`src/rtl/dual_port_mem_arbiter_if.sv`:
```
// HLS master memory bus, two channels packed side by side (ch0 in the low field).
//   Mout_oe_ram        per-channel read request, held until M_DataRdy
//   Mout_we_ram        per-channel write request, held until M_DataRdy
//   Mout_addr_ram      per-channel address
//   Mout_Wdata_ram     per-channel write data
//   Mout_data_ram_size per-channel access size in bits
//   M_Rdata_ram        per-channel read data (only the serviced field is nonzero)
//   M_DataRdy          per-channel one-cycle completion pulse
// master = accelerator side, slave = arbiter side.
interface dual_port_mem_arbiter_if #(
    parameter int ADDR_W = 12,
    parameter int DATA_W = 8,
    parameter int SIZE_W = 4
);
    logic [1:0]          Mout_oe_ram;
    logic [1:0]          Mout_we_ram;
    logic [2*ADDR_W-1:0] Mout_addr_ram;
    logic [2*DATA_W-1:0] Mout_Wdata_ram;
    logic [2*SIZE_W-1:0] Mout_data_ram_size;
    logic [2*DATA_W-1:0] M_Rdata_ram;
    logic [1:0]          M_DataRdy;

    modport master (
        output Mout_oe_ram, Mout_we_ram, Mout_addr_ram, Mout_Wdata_ram, Mout_data_ram_size,
        input  M_Rdata_ram, M_DataRdy
    );

    modport slave (
        input  Mout_oe_ram, Mout_we_ram, Mout_addr_ram, Mout_Wdata_ram, Mout_data_ram_size,
        output M_Rdata_ram, M_DataRdy
    );
endinterface

```
`src/rtl/dual_port_mem_arbiter.sv`:
```
// Round-robin arbiter folding the two HLS memory channels onto one
// single-port synchronous RAM with configurable read/write latency.
// Ports:
//   clock, reset   rising-edge clock, asynchronous active-high reset
//   bus            HLS channel bus (slave modport)
//   mem_en/mem_we  RAM strobe and write enable (mem_en is a one-cycle pulse)
//   mem_addr/mem_wdata/mem_wmask  RAM address, write data, bit write mask
//   mem_rdata      RAM read data
//   err_conflict   sticky: a channel asserted oe and we together while idle
//
// state | meaning
// IDLE  | sample requests, grant one channel, latch its access
// ISSUE | drive the RAM strobe for one cycle, load the latency counter
// WAIT  | count down the RAM latency, capture read data on the last count
// DONE  | pulse M_DataRdy for the granted channel, present read data
module dual_port_mem_arbiter #(
    parameter int ADDR_W          = 12,
    parameter int DATA_W          = 8,
    parameter int SIZE_W          = 4,
    parameter int MEM_DELAY_READ  = 2,
    parameter int MEM_DELAY_WRITE = 1
) (
    input  logic                  clock,
    input  logic                  reset,
    dual_port_mem_arbiter_if.slave bus,
    output logic                  mem_en,
    output logic                  mem_we,
    output logic [ADDR_W-1:0]     mem_addr,
    output logic [DATA_W-1:0]     mem_wdata,
    output logic [DATA_W-1:0]     mem_wmask,
    input  logic [DATA_W-1:0]     mem_rdata,
    output logic                  err_conflict
);

    localparam logic [3:0] RD_LOAD = 4'(MEM_DELAY_READ - 1);
    localparam logic [3:0] WR_LOAD = 4'(MEM_DELAY_WRITE - 1);

    typedef enum logic [1:0] {S_IDLE, S_ISSUE, S_WAIT, S_DONE} state_t;

    state_t              state_q, state_d;
    logic [3:0]          cnt_q, cnt_d;
    logic                gnt_q, gnt_d;
    logic                last_q, last_d;
    logic                we_q, we_d;
    logic                err_q, err_d;
    logic [ADDR_W-1:0]   addr_q, addr_d;
    logic [DATA_W-1:0]   wdata_q, wdata_d;
    logic [DATA_W-1:0]   rdata_q, rdata_d;
    logic [SIZE_W-1:0]   size_q, size_d;

    logic [1:0]          req;
    logic [1:0]          conflict;
    logic                gnt_sel;
    logic [3:0]          load;
    logic [DATA_W-1:0]   wmask;

    // A channel with both oe and we is malformed and does not count as requesting.
    assign conflict = bus.Mout_oe_ram & bus.Mout_we_ram;
    assign req      = bus.Mout_oe_ram ^ bus.Mout_we_ram;
    assign load     = we_q ? WR_LOAD : RD_LOAD;

    always_comb begin
        gnt_sel = 1'b0;
        if (req == 2'b10)
            gnt_sel = 1'b1;
        else if (req == 2'b11)
            gnt_sel = ~last_q;
    end

    // Sizes at or beyond the data width write every bit.
    always_comb begin
        wmask = '1;
        if (32'(size_q) < DATA_W)
            wmask = (DATA_W'(1) << size_q) - DATA_W'(1);
    end

    // State register
    always_ff @(posedge clock or posedge reset) begin
        if (reset)
            state_q <= S_IDLE;
        else
            state_q <= state_d;
    end

    // Next-state logic
    always_comb begin
        state_d = state_q;
        case (state_q)
            S_IDLE:  if (|req) state_d = S_ISSUE;
            S_ISSUE: state_d = (load == 4'd0) ? S_DONE : S_WAIT;
            S_WAIT:  if (cnt_q <= 4'd1) state_d = S_DONE;
            S_DONE:  state_d = S_IDLE;
            default: state_d = S_IDLE;
        endcase
    end

    // Datapath next values
    always_comb begin
        cnt_d   = cnt_q;
        gnt_d   = gnt_q;
        last_d  = last_q;
        we_d    = we_q;
        addr_d  = addr_q;
        wdata_d = wdata_q;
        size_d  = size_q;
        rdata_d = rdata_q;
        err_d   = err_q | ((state_q == S_IDLE) && (|conflict));
        case (state_q)
            S_IDLE: begin
                if (|req) begin
                    gnt_d   = gnt_sel;
                    last_d  = gnt_sel;
                    we_d    = gnt_sel ? bus.Mout_we_ram[1] : bus.Mout_we_ram[0];
                    addr_d  = gnt_sel ? bus.Mout_addr_ram[2*ADDR_W-1:ADDR_W]
                                      : bus.Mout_addr_ram[ADDR_W-1:0];
                    wdata_d = gnt_sel ? bus.Mout_Wdata_ram[2*DATA_W-1:DATA_W]
                                      : bus.Mout_Wdata_ram[DATA_W-1:0];
                    size_d  = gnt_sel ? bus.Mout_data_ram_size[2*SIZE_W-1:SIZE_W]
                                      : bus.Mout_data_ram_size[SIZE_W-1:0];
                end
            end
            S_ISSUE: cnt_d = load;
            S_WAIT: begin
                cnt_d = cnt_q - 4'd1;
                if ((cnt_q == 4'd1) && !we_q)
                    rdata_d = mem_rdata;
            end
            default: ;
        endcase
    end

    // last_q resets to 1 so that channel 0 wins the first contested grant.
    always_ff @(posedge clock or posedge reset) begin
        if (reset) begin
            cnt_q   <= '0;
            gnt_q   <= 1'b0;
            last_q  <= 1'b1;
            we_q    <= 1'b0;
            err_q   <= 1'b0;
            addr_q  <= '0;
            wdata_q <= '0;
            size_q  <= '0;
            rdata_q <= '0;
        end else begin
            cnt_q   <= cnt_d;
            gnt_q   <= gnt_d;
            last_q  <= last_d;
            we_q    <= we_d;
            err_q   <= err_d;
            addr_q  <= addr_d;
            wdata_q <= wdata_d;
            size_q  <= size_d;
            rdata_q <= rdata_d;
        end
    end

    // Outputs decoded from state only, so reset clears them immediately.
    always_comb begin
        mem_en          = 1'b0;
        mem_we          = 1'b0;
        mem_addr        = '0;
        mem_wdata       = '0;
        mem_wmask       = '0;
        bus.M_DataRdy   = 2'b00;
        bus.M_Rdata_ram = '0;
        case (state_q)
            S_ISSUE: begin
                mem_en    = 1'b1;
                mem_we    = we_q;
                mem_addr  = addr_q;
                mem_wdata = wdata_q;
                mem_wmask = wmask;
            end
            S_DONE: begin
                bus.M_DataRdy[gnt_q] = 1'b1;
                if (!we_q) begin
                    if (gnt_q)
                        bus.M_Rdata_ram[2*DATA_W-1:DATA_W] = rdata_q;
                    else
                        bus.M_Rdata_ram[DATA_W-1:0] = rdata_q;
                end
            end
            default: ;
        endcase
    end

    assign err_conflict = err_q;

endmodule

```
`src/flat_wrapper.sv`:
```
// flat-port wrapper written by rule: the top's interface ports become plain ports
module dual_port_mem_arbiter_flat 
#(
    parameter int ADDR_W          = 12,
    parameter int DATA_W          = 8,
    parameter int SIZE_W          = 4,
    parameter int MEM_DELAY_READ  = 2,
    parameter int MEM_DELAY_WRITE = 1
)
  (clock, reset, mem_en, mem_we, mem_addr, mem_wdata, mem_wmask, mem_rdata, err_conflict, bus_Mout_oe_ram, bus_Mout_we_ram, bus_Mout_addr_ram, bus_Mout_Wdata_ram, bus_Mout_data_ram_size, bus_M_Rdata_ram, bus_M_DataRdy);
  dual_port_mem_arbiter_if #(.ADDR_W(ADDR_W), .DATA_W(DATA_W), .SIZE_W(SIZE_W)) bus_i ();
  input  logic clock;
  input  logic reset;
  output logic mem_en;
  output logic mem_we;
  output logic [ADDR_W-1:0] mem_addr;
  output logic [DATA_W-1:0] mem_wdata;
  output logic [DATA_W-1:0] mem_wmask;
  input  logic [DATA_W-1:0] mem_rdata;
  output logic err_conflict;
  input wire logic [$bits(bus_i.Mout_oe_ram)-1:0] bus_Mout_oe_ram;
  input wire logic [$bits(bus_i.Mout_we_ram)-1:0] bus_Mout_we_ram;
  input wire logic [$bits(bus_i.Mout_addr_ram)-1:0] bus_Mout_addr_ram;
  input wire logic [$bits(bus_i.Mout_Wdata_ram)-1:0] bus_Mout_Wdata_ram;
  input wire logic [$bits(bus_i.Mout_data_ram_size)-1:0] bus_Mout_data_ram_size;
  output wire logic [$bits(bus_i.M_Rdata_ram)-1:0] bus_M_Rdata_ram;
  output wire logic [$bits(bus_i.M_DataRdy)-1:0] bus_M_DataRdy;
  assign bus_i.Mout_oe_ram = bus_Mout_oe_ram;
  assign bus_i.Mout_we_ram = bus_Mout_we_ram;
  assign bus_i.Mout_addr_ram = bus_Mout_addr_ram;
  assign bus_i.Mout_Wdata_ram = bus_Mout_Wdata_ram;
  assign bus_i.Mout_data_ram_size = bus_Mout_data_ram_size;
  assign bus_M_Rdata_ram = bus_i.M_Rdata_ram;
  assign bus_M_DataRdy = bus_i.M_DataRdy;
  dual_port_mem_arbiter #(.ADDR_W(ADDR_W), .DATA_W(DATA_W), .SIZE_W(SIZE_W), .MEM_DELAY_READ(MEM_DELAY_READ), .MEM_DELAY_WRITE(MEM_DELAY_WRITE)) u_core (.clock(clock), .reset(reset), .bus(bus_i), .mem_en(mem_en), .mem_we(mem_we), .mem_addr(mem_addr), .mem_wdata(mem_wdata), .mem_wmask(mem_wmask), .mem_rdata(mem_rdata), .err_conflict(err_conflict));
endmodule
```
`config.mk`:
```
export PLATFORM = sky130hd
export DESIGN_NAME = dual_port_mem_arbiter_flat
export DESIGN_NICKNAME = d
export VERILOG_FILES = /design/src/rtl/dual_port_mem_arbiter_if.sv /design/src/rtl/dual_port_mem_arbiter.sv /design/src/flat_wrapper.sv
export SDC_FILE = /design/constraint.sdc
export NUM_CORES = 1
export LEC_CHECK = 0
export ABC_AREA = 0
export CAP_MARGIN = 20
export CORE_MARGIN = 2
export CORE_UTILIZATION = 38
export DETAILED_ROUTE_END_ITERATION = 8
export PLACE_DENSITY = 0.77
export SYNTH_ARGS = -nofsm -noshare
export SYNTH_HDL_FRONTEND = slang
export SYNTH_SLANG_ARGS = --single-unit
```
`constraint.sdc`:
```
create_clock -name clock -period 1.6 [get_ports clock]
set_clock_uncertainty 0.1 [all_clocks]
set_input_delay 0.32 -clock clock [delete_from_list [all_inputs] [get_ports clock]]
set_output_delay 0.32 -clock clock [all_outputs]
set_load 0.02 [all_outputs]
```
-- After elaboration in Yosys (flattened, before gate mapping)
Index checks and enable logic that the tools add are counted.
- flip-flop bits (word level): 42
- latch bits: 0
- memory bits (writable): 0
- ROM bits: 0
- input bits: 62
- output and inout bits: 49
- word-level logic and storage cells: 66
- memories kept: 0
- add/sub/neg operators: 2
- multiply operators: 0
- div/mod/pow operators: 0
- $lt $le $gt $ge: 4
- equal/unequal tests: 8
- shifts and indexed selects: 1
- multiplexer cells: 25
- bitwise logic cells: 4
- reduce and logical (&&, ||, !) cells: 12
- operators with widths (operator ; number):
    8-bit 2-to-1 mux ; 6
    16-bit 2-to-1 mux ; 2
    12-bit 2-to-1 mux ; 2
    2-bit equality test, second input constant ; 4
    1-bit 2-to-1 mux ; 8
    2-bit case mux with 4 select lines ; 1
    4-bit case mux with 2 select lines ; 1
    1-bit by 4-bit << shifter with 8-bit output, first input constant ; 1
    8-bit by 2-bit subtractor with 8-bit output, second input constant ; 1
    2-bit 2-to-1 mux ; 3
    2-bit AND reduction ; 3
    4-bit by 1-bit equality test with 1-bit output, second input constant ; 1
    4-bit by 1-bit less-or-equal comparator with 1-bit output, second input constant ; 1
    4-bit logical NOT ; 1
    4-bit < comparator, second input constant ; 1
    4-bit 2-to-1 mux ; 1
    2-bit by 1-bit != test with 1-bit output, second input constant ; 2
    2-bit OR reduction ; 2
    4-bit by 1-bit subtractor with 4-bit output, second input constant ; 1
    1-bit logical AND ; 3
    2-bit AND ; 1
    2-bit by 1-bit equality test with 1-bit output, second input constant ; 1
    2-bit logical NOT ; 1
    1-bit by 2-bit < comparator with 1-bit output, second input constant ; 1
    7 further kinds ; 7

-- Depth between registers and ports, before layout
Gate-level depths: netlist (run 1).
- depth after elaboration: 5
- depth in mapped cells: 7
- depth with buffers taken out: 6

-- Least setup slack after synthesis (run 1)
OpenSTA, ideal clock, no wires.
- kind: register to output
- start point: register u_core.size_q[1]
- end point: output port mem_wmask[6]
- arrival time: 1.670 ns
- required time: 1.180 ns
- slack: -0.490 ns
- stages on the path, launching flop included: 7
- buffers on the path: 0
- path through: dfrtp_1 -> nor3_1 -> nand2_1 -> ha_1 -> xnor2_1 -> nand3_1 -> a21boi_0
- cells in the longest elaborated chain, start to end: 4
- elaborated cells on any way between the ends: 5
- those cells by class: 1 x add/sub; 1 x order compare; 1 x shift; 2 x mux
- RTL lines (item ; line ; text):
    start, declared ; dual_port_mem_arbiter.sv:49 ; logic [SIZE_W-1:0] size_q, size_d;
    start signal, assigned ; dual_port_mem_arbiter.sv:152 ; size_q <= size_d;
    1-bit by 4-bit << shifter with 8-bit output ; dual_port_mem_arbiter.sv:74 ; wmask = (DATA_W'(1) << size_q) - DATA_W'(1);
    8-bit by 2-bit subtractor with 8-bit output ; dual_port_mem_arbiter.sv:74 ;
    8-bit 2-to-1 mux (*) ; dual_port_mem_arbiter.sv:73 ; if (32'(size_q) < DATA_W)
    8-bit 2-to-1 mux (*) ; dual_port_mem_arbiter.sv:166 ; case (state_q)
    end, declared ; flat_wrapper.sv:18 ; output logic [DATA_W-1:0] mem_wmask;
Every way passes the cells marked *; elsewhere a longest branch is shown, timed or not.

-- Worst setup path in the final report (run 1)
Ends and elaborated chain as after synthesis.

==> results_tabular.tex, run 1 <==
\begin{tabular}{lr}
\hline
Metric & Value \\
\hline
\multicolumn{2}{l}{\textbf{Outcome}} \\
Outcome & complete, but fails checks \\
Violations in the final reports & setup timing \\
\multicolumn{2}{l}{\textbf{Critical path}} \\
Nature of the critical path startpoint & flip-flop \\
Kind of critical path & flip-flop to primary output \\
Crit path from & u\_core.size\_q[1] \\
Top fanout value on the critical path & 3 \\
Kind of end point of the critical path & primary output \\
Largest incremental delay on the critical path & roughly 400 ps \\
Data required time of the worst path & $\sim$1200 ps \\
R2R cell count & 8 \\
Slowest cell on the critical path & sky130\_fd\_sc\_hd\_\_dfrtp\_1 \\
Critical path data arrival time & 1750 ps \\
Start of the worst register-to-register path & u\_core.state\_q[0] \\
End of the worst register-to-register path & u\_core.rdata\_q[7] \\
R2r setup slk & -270 ps \\
End of the critical path & mem\_wmask[6] \\
Worst path cell trace & nor3\_2, nand2b\_1, ha\_4, xnor2\_2, nand3\_1, a21boi\_2, buf\_4 \\
\multicolumn{2}{l}{\textbf{Layout}} \\
Area overhead of the layout relative to synthesis & 104\% \\
Nets@finish & 483 \\
Final non-filler cell total & a little under 500 \\
Filler Cell Count & 387 \\
Layout cell share with drive strength beyond 1 & between 50\% and 60\% \\
Number of antenna repair diodes & 0 \\
\multicolumn{2}{l}{\textbf{Place}} \\
Count of buffers inserted at the top-level ports & between 100 and 150 \\
Placer congestion estimate & $\sim$0.8 \\
Number of cells in the design after placement & 450 \\
Placed wire-length estimate after detailed placement & between 4000 and 5000 µm \\
\multicolumn{2}{l}{\textbf{STA}} \\
Slew at the pin with the worst max-slew slack & $\sim$360 ps \\
Total of endpoints with negative setup slack in the final report & 86 \\
Number of pins with negative max-slew slack in the final report & 0 \\
Min Tclk post-route & approximately 2200 ps \\
Final-report hold violation count & 0 \\
Setup repair after global routing missed its margin & true \\
Relative slew slack & about three quarters \\
Maximum frequency from static timing analysis & roughly 460 MHz \\
Worst setup margin & -572 ps \\
Part of the cycle the worst path needs & 136\% \\
Total negative setup slack & -23810 ps \\
\multicolumn{2}{l}{\textbf{Routing}} \\
WL per Instance & about 18 µm \\
Final routed DRC violation total & 0 \\
Drt via density & a little over 5 \\
Iteration count of the initial detailed-routing pass & 4 \\
Initial drt markers & 89 \\
Number of nets with antenna violations after detailed routing & 0 \\
Vias after detailed routing & between 2000 and 3000 \\
WL final & approximately 8800 µm \\
\multicolumn{2}{l}{\textbf{Clock network}} \\
Insertion delay of the later-clocked pin in the worst-skew pair & 290 ps \\
Total clock buffers created by CTS & 5 \\
Cell at the root of the clock tree & sky130\_fd\_sc\_hd\_\_clkbuf\_8 \\
Clock Sink Count & 42 \\
Number of buffers added to fix hold violations after cts & 0 \\
TritonCTS clock tree & yes \\
H-Tree Level Count & 2 \\
Clock-pin slew reported for the worst setup and hold paths after clock tree synthesis & 80 ps \\
Maximum count of clock buffers along a single path & 2 \\
\multicolumn{2}{l}{\textbf{Logic synthesis}} \\
Number of enable flip-flop cells after synthesis & 0 \\
Cell variety after synth & 39 \\
Sequential fraction of the synthesis area & a little over two fifths \\
Area contributors post-synth & sky130\_fd\_sc\_hd\_\_dfrtp\_1 (42\%), sky130\_fd\_sc\_hd\_\_mux2i\_1 (10\%), sky130\_fd\_sc\_hd\_\_and2\_1 (6.1\%) \\
Area share of the largest cell type after synthesis & between 40\% and 50\% \\
Leading area contributor after synthesis & sky130\_fd\_sc\_hd\_\_dfrtp\_1 \\
Synthesized Nets & $\sim$320 \\
Flop and latch count out of synthesis & 42 \\
Synthesized instance count & roughly 250 \\
Average cell area after synthesis & between 10 and 15 µm² \\
Total standard cell area after synthesis & 0.00247 mm² \\
Number of synthesis warnings & 0 \\
Async set-reset flop share out of synthesis & 100\% \\
Predominant post-synthesis flop cell & sky130\_fd\_sc\_hd\_\_dfrtp\_1 \\
\multicolumn{2}{l}{\textbf{Die}} \\
Placement Rows & 29 \\
I/O Pins & approximately 110 \\
Die width & around 85 µm \\
Starting utilization of the core area & $\sim$39\% \\
Die outline area & between 0.007 and 0.008 mm² \\
Height of the die & roughly 85 µm \\
Floorplan Core Area & about 0.0063 mm² \\
\multicolumn{2}{l}{\textbf{Power}} \\
Cell leakage power & around 0.0023 µW \\
Maximum VDD drop & roughly 1200 µV \\
Total power per unit cell area & approximately 2000 mW/mm² \\
\multicolumn{2}{l}{\textbf{GRT}} \\
Global-route total usage across every layer & between 20\% and 30\% \\
Residual overflow from global routing & 0 \\
Via count of the first global-routing pass & around 2600 \\
Global-route wire length before repair & between 10000 and 15000 µm \\
Antenna violations before repair & 0 \\
Largest net degree at the start of global routing & 43 \\
\multicolumn{2}{l}{\textbf{Flow run}} \\
MaxCap Viol Count & 0 \\
\multicolumn{2}{l}{\textbf{Hold path}} \\
Worst Hold Class & input pin to async pin \\
\hline
\end{tabular}
## power by group
group	leakage, µW	total [µW]	internal [µW]	switching (µW)
clock	0.0000385	685	309	376
combinational	0.00171	7030	3980	3050
sequential	0.000510	2080	1590	486
total	0.00226	9790	5880	3910
## cell usage after synthesis, types with 2 or more instances
cell                       instances
sky130_fd_sc_hd__mux2_4            8
sky130_fd_sc_hd__nand2_1          29
sky130_fd_sc_hd__dfrtp_1          41
sky130_fd_sc_hd__ha_1              9
sky130_fd_sc_hd__o21ai_1          18
sky130_fd_sc_hd__xnor2_1           2
sky130_fd_sc_hd__buf_12            3
sky130_fd_sc_hd__buf_2             2
sky130_fd_sc_hd__mux2i_1          25
sky130_fd_sc_hd__a21boi_0          4
sky130_fd_sc_hd__and3_1           16
sky130_fd_sc_hd__o22ai_1           2
sky130_fd_sc_hd__clkbuf_1          8
sky130_fd_sc_hd__o21ai_2           2
sky130_fd_sc_hd__and2_1           24
sky130_fd_sc_hd__o21ai_0          12
sky130_fd_sc_hd__nand2b_1          2
sky130_fd_sc_hd__clkbuf_2          2
sky130_fd_sc_hd__nor2_1            3
sky130_fd_sc_hd__a21oi_1           3
sky130_fd_sc_hd__inv_1             9
sky130_fd_sc_hd__o21a_1            3
sky130_fd_sc_hd__nor3_1            2
sky130_fd_sc_hd__nand3_1           2
## cell usage in the layout (no fill, tap or decap), drive strengths merged, types with 2 or more instances in the layout
cell type	n
clkdlybuf4s50	57
and3	16
inv	9
xnor2	2
mux2	9
nand3	2
o21a	3
clkdlybuf4s15	2
o22ai	2
clkbuf	10
mux2i	25
dlygate4sd2	3
dfrtp	41
and2	24
ha	9
a21oi	3
nor3	2
nand2	29
a21boi	5
nor2	4
nand2b	2
o21ai	32
buf	109
## per-layer routing
metal / up-vias / track usage [%] / share of wire (%)
met5: - / 0 / 0
met4: 0 / 6.06 / 1.5
met3: 15 / 4.82 / 5.1
met2: 88 / 40.7 / 55
met1: 1245 / 24.4 / 38
li1: 1184 / - / -
## logic make-up after synthesis
group / share of synthesized area, %
buffers and inverters: 6.44
muxes: 15.5
xor gates and xnor gates: 0.710
and+or+nand+nor: 17.6
AOI/OAI and AO/OA: 12.6
DFF: 42.6
adders and majority gates: 4.56
## worst max-delay path: cells and delay by family (launching register included)
| kind | cells | cell delay [ps] |
|---|---|---|
| AOI/OAI and AO/OA | 1 | 120 |
| xor gates and xnor gates | 1 | 120 |
| adders and majority gates | 1 | 210 |
| buffers and inverters | 1 | 140 |
| DFF | 1 | 400 |
| and+or+nand+nor | 3 | 470 |
## repair_timing
action                                  CTS  global route
setup buffers                            16            15
endpoints found under the setup margin   88            87
gates resized for setup                 339            86
pin swaps                                20            45
gates cloned                              5             3
## how the worst min path moves through the flow
stage | start | to | slack (ps) | cells past startpoint
2_1_floorplan | u_core.wdata_q[5] | u_core.wdata_q[5] | 340 | 2
3_3_place_gp | u_core.wdata_q[6] | u_core.wdata_q[6] | 350 | 2
3_5_place_dp | u_core.wdata_q[4] | u_core.wdata_q[4] | 360 | 2
4_1_cts | reset | u_core.addr_q[4] | 290 | 3
5_1_grt | reset | u_core.rdata_q[0] | 300 | 3
6_report | reset | u_core.rdata_q[6] | 280 | 3
## cell type report
class | count | area [µm²] | share of cell area, %
inverters | 10 | 42.5 | 0.847
clock inverters | 1 | 7.51 | 0.149
clock buffers | 7 | 76.3 | 1.52
well taps | 77 | 96.3 | 1.92
multi-input cells | 178 | 1800 | 35.8
flip-flops and latches | 42 | 1050 | 20.9
repair buffers | 175 | 1950 | 38.9
## registers in the layout (all words and copies together), names as in the netlist
signal,flops
u_core.wdata_q,8
u_core.addr_q,12
u_core.gnt_q,1
u_core.err_conflict,1
u_core.last_q,1
u_core.cnt_q,4
u_core.we_q,1
u_core.rdata_q,8
u_core.size_q,4
u_core.state_q,2
## through the flow
step                util (%)  area, µm²  total power, µW  setup WS (ps)  hold slack [ps]
detailed placement      64.3       4060             6630           -705              359
global route            79.6       5020            10300           -668              304
global placement        64.3       4060             6500           -649              354
floorplan                  -       2670             4800           -198              342
CTS                     73.3       4630             8470           -561              287
finish                  79.6       5020             9790           -572              278
No activity file was read; power rests on OpenSTA's default activity.
==> run 2: changes to the inputs <==
--- a/config.mk
+++ b/config.mk
@@ -8,9 +8,10 @@
 export ABC_AREA = 0
 export CAP_MARGIN = 20
 export CORE_MARGIN = 2
-export CORE_UTILIZATION = 38
+export CORE_UTILIZATION = 42
 export DETAILED_ROUTE_END_ITERATION = 8
-export PLACE_DENSITY = 0.77
+export PLACE_DENSITY = 0.81
+export SETUP_SLACK_MARGIN = 0.02
 export SYNTH_ARGS = -nofsm -noshare
 export SYNTH_HDL_FRONTEND = slang
 export SYNTH_SLANG_ARGS = --single-unit
==> constraint.sdc (replaced) <==
create_clock -name clock -period 2.15 [get_ports clock]
set_clock_uncertainty 0.1 [all_clocks]
set_input_delay 0.43 -clock clock [delete_from_list [all_inputs] [get_ports clock]]
set_output_delay 0.43 -clock clock [all_outputs]
set_load 0.02 [all_outputs]
==> results_tabular.tex, run 2 (synthesis gave the netlist of run 1 again) <==
\begin{tabular}{lr}
\hline
Metric & Value \\
\hline
\multicolumn{2}{l}{\textbf{Outcome}} \\
Outcome & complete, but fails checks (unchanged) \\
Violations in the final reports & setup timing (unchanged) \\
\multicolumn{2}{l}{\textbf{Power}} \\
Maximum VDD drop & 622 µV (was 1160 µV) \\
Sw frac & 40.1\% (was 39.9\%) \\
Combinational group share of total power & 59.1\% (was 71.8\%) \\
Internal power & 3020 µW (was 5880 µW) \\
Total power per unit cell area & 1330 mW/mm² (was 1950 mW/mm²) \\
Sequential Power Share & 28.4\% (was 21.2\%) \\
Total net switching power & 2020 µW (was 3910 µW) \\
Cell leakage power & 0.00183 µW (was 0.00226 µW) \\
Part of the power in the clock network & 12.6\% (was 7.0\%) \\
\multicolumn{2}{l}{\textbf{GRT}} \\
Residual overflow from global routing & 0 (unchanged) \\
Global-route total usage across every layer & 19.5\% (was 21.6\%) \\
Via count of the first global-routing pass & 2122 (was 2617) \\
Largest net degree at the start of global routing & 43 (unchanged) \\
Antenna violations before repair & 0 (unchanged) \\
Global-route wire length before repair & 9860 µm (was 12400 µm) \\
\multicolumn{2}{l}{\textbf{Die}} \\
Floorplan Core Area & 0.00557 mm² (was 0.00631 mm²) \\
Die width & 80.6 µm (was 84.6 µm) \\
Placement Rows & 27 (was 29) \\
Starting utilization of the core area & 44.3\% (was 39.1\%) \\
I/O Pins & 111 (unchanged) \\
Die outline area & 0.00650 mm² (was 0.00715 mm²) \\
Height of the die & 80.6 µm (was 84.6 µm) \\
\multicolumn{2}{l}{\textbf{Clock network}} \\
Cell at the root of the clock tree & sky130\_fd\_sc\_hd\_\_clkbuf\_8 (unchanged) \\
Clock Sink Count & 42 (unchanged) \\
Number of buffers added to fix hold violations after cts & 0 (unchanged) \\
Clock-pin slew reported for the worst setup and hold paths after clock tree synthesis & 80 ps (about the same) \\
TritonCTS clock tree & yes (unchanged) \\
Insertion delay of the later-clocked pin in the worst-skew pair & 290 ps (about the same) \\
H-Tree Level Count & 2 (unchanged) \\
Maximum count of clock buffers along a single path & 2 (unchanged) \\
Total clock buffers created by CTS & 5 (unchanged) \\
\multicolumn{2}{l}{\textbf{Routing}} \\
Final routed DRC violation total & 0 (unchanged) \\
Number of nets with antenna violations after detailed routing & 0 (unchanged) \\
WL final & 6240 µm (was 8820 µm) \\
WL per Instance & 14.1 µm (was 18.0 µm) \\
Drt via density & 4.90 (was 5.17) \\
Vias after detailed routing & 2164 (was 2532) \\
Initial drt markers & 88 (was 89) \\
Iteration count of the initial detailed-routing pass & 4 (unchanged) \\
\multicolumn{2}{l}{\textbf{Hold path}} \\
Worst Hold Class & flip-flop to flip-flop (was input pin to async pin) \\
\multicolumn{2}{l}{\textbf{Critical path}} \\
Worst path cell trace & nor3\_2, nand2b\_1, ha\_4, xnor2\_2, nand3\_1, a21boi\_1, buf\_4 (was nor3\_2, nand2b\_1, ha\_4, xnor2\_2, nand3\_1, a21boi\_2, buf\_4) \\
Critical path data arrival time & 1730 ps (was 1750 ps) \\
Kind of end point of the critical path & primary output (unchanged) \\
Largest incremental delay on the critical path & 400 ps (about the same) \\
Data required time of the worst path & 1620 ps (was 1180 ps) \\
Top fanout value on the critical path & 3 (unchanged) \\
Nature of the critical path startpoint & flip-flop (unchanged) \\
Total buffers and inverters traversed by the critical path & 1 (unchanged) \\
Slowest cell on the critical path & sky130\_fd\_sc\_hd\_\_dfrtp\_1 (unchanged) \\
Family of cells with the greatest summed delay on the critical path & simple AND/OR/NAND/NOR gates (unchanged) \\
Kind of critical path & flip-flop to primary output (unchanged) \\
\multicolumn{2}{l}{\textbf{Layout}} \\
Register with the most flip-flops & u\_core.addr\_q (unchanged) \\
Commonest non-fill, non-tap cell in the layout & sky130\_fd\_sc\_hd\_\_clkdlybuf4s50\_1 (was sky130\_fd\_sc\_hd\_\_buf\_6) \\
Nets@finish & 440 (was 483) \\
Leading registers by flop count & u\_core.addr\_q (12), u\_core.rdata\_q (8), u\_core.wdata\_q (8) (unchanged) \\
Area overhead of the layout relative to synthesis & 53.1\% (was 104\%) \\
Final non-filler cell area & 0.00378 mm² (was 0.00502 mm²) \\
Area of the multi-input gates & 0.00134 mm² (was 0.00180 mm²) \\
Layout cell share with drive strength beyond 1 & 27.0\% (was 57.9\%) \\
Final non-filler cell total & 442 (was 490) \\
Register area & 0.00105 mm² (unchanged) \\
Most frequent cells in the layout & sky130\_fd\_sc\_hd\_\_clkdlybuf4s50\_1 (62), sky130\_fd\_sc\_hd\_\_dfrtp\_1 (41), sky130\_fd\_sc\_hd\_\_nand2\_1 (29), sky130\_fd\_sc\_hd\_\_mux2i\_1 (25) (was sky130\_fd\_sc\_hd\_\_buf\_6 (71), sky130\_fd\_sc\_hd\_\_clkdlybuf4s50\_1 (57), sky130\_fd\_sc\_hd\_\_dfrtp\_1 (41), sky130\_fd\_sc\_hd\_\_buf\_4 (28)) \\
Number of antenna repair diodes & 0 (unchanged) \\
Filler Cell Count & 497 (was 387) \\
Flip-flop count of the largest register after layout & 12 (unchanged) \\
\multicolumn{2}{l}{\textbf{STA}} \\
Slew at the pin with the worst max-slew slack & 416 ps (was 359 ps) \\
Part of the cycle the worst path needs & 105\% \\
Setup repair after global routing missed its margin & true (unchanged) \\
Number of pins with negative max-slew slack in the final report & 0 (unchanged) \\
Min Tclk post-route & 2260 ps \\
Total negative setup slack & -135 ps (was -23810 ps) \\
Total of endpoints with negative setup slack in the final report & 2 (was 86) \\
Relative slew slack & 72.2\% (was 75.9\%) \\
Maximum frequency from static timing analysis & 443 MHz \\
Final-report hold violation count & 0 (unchanged) \\
Worst setup margin & -105 ps (was -572 ps) \\
\multicolumn{2}{l}{\textbf{Flow run}} \\
MaxCap Viol Count & 0 (unchanged) \\
\multicolumn{2}{l}{\textbf{Place}} \\
Count of buffers inserted at the top-level ports & 110 (unchanged) \\
Placement-stage cell area & 0.00377 mm² (was 0.00406 mm²) \\
Placer congestion estimate & 0.767 (was 0.820) \\
Number of cells in the design after placement & 431 (was 450) \\
Placed wire-length estimate after detailed placement & 4790 µm (was 4670 µm) \\
\hline
\end{tabular}
[run 2: power groups by stage]
stage | clock (µW) | sequential, µW | combinational, µW
global route | 682 | 1480 | 3270
CTS | 648 | 1420 | 2930
floorplan | 0 | 1390 | 1850
finish | 633 | 1430 | 2980
detailed placement | 0 | 1430 | 3060
global placement | 0 | 1400 | 2990
[run 2: worst paths after layout]
check	start	to	slack, ps	cells after the start
min in group asynchronous	reset	u_core.state_q[0]	390	3
min reg2reg	u_core.wdata_q[4]	u_core.wdata_q[4]	370	2
min	u_core.wdata_q[4]	u_core.wdata_q[4]	370	2
max reg2reg	u_core.state_q[0]	u_core.rdata_q[5]	140	8
max	u_core.size_q[1]	mem_wmask[6]	-110	7
max in group asynchronous	reset	u_core.last_q	1290	3
[run 2: area by class of cell]
class / count / share of cell area [%]
Timing Repair Buffer: 132 / 30.2
Clock inverter: 1 / 0.795
Inverter: 10 / 0.994
Sequential cell: 42 / 27.9
Clock buffer: 7 / 2.29
Multi-Input combinational cell: 178 / 35.5
Tap cell: 72 / 2.38
[run 2: timing repair]
item	in CTS	in global routing
resized for setup	119	57
setup endpoints to repair	48	46
pin swaps	1	3
buffers inserted	1	2
[run 2: metrics by stage]
step	hold slack [ps]	power (µW)	utilization [%]	worst slack [ps]
floorplan	342	3230	-	24.1
global placement	353	4390	67.7	-252
detailed placement	359	4490	67.7	-299
CTS	377	5000	69.0	-64.5
global route	396	5440	67.8	-213
finish	374	5040	67.8	-105
[run 2: layer usage]
layer	vias up	track usage (%)	share of wire, %
met1	986	23.2	40
li1	1093	-	-
met2	75	35.0	52
met3	10	3.93	6.2
met4	0	6.44	2.0
met5	-	0	0
[run 2: worst register-to-register path, delay by kind of cell (launching register included)]
family                     cells  cell delay (ps)
buffers and inverters          4              430
and+or+nand+nor                2              440
DFF                            1              440
adders and majority gates      1              170
muxes                          1              320
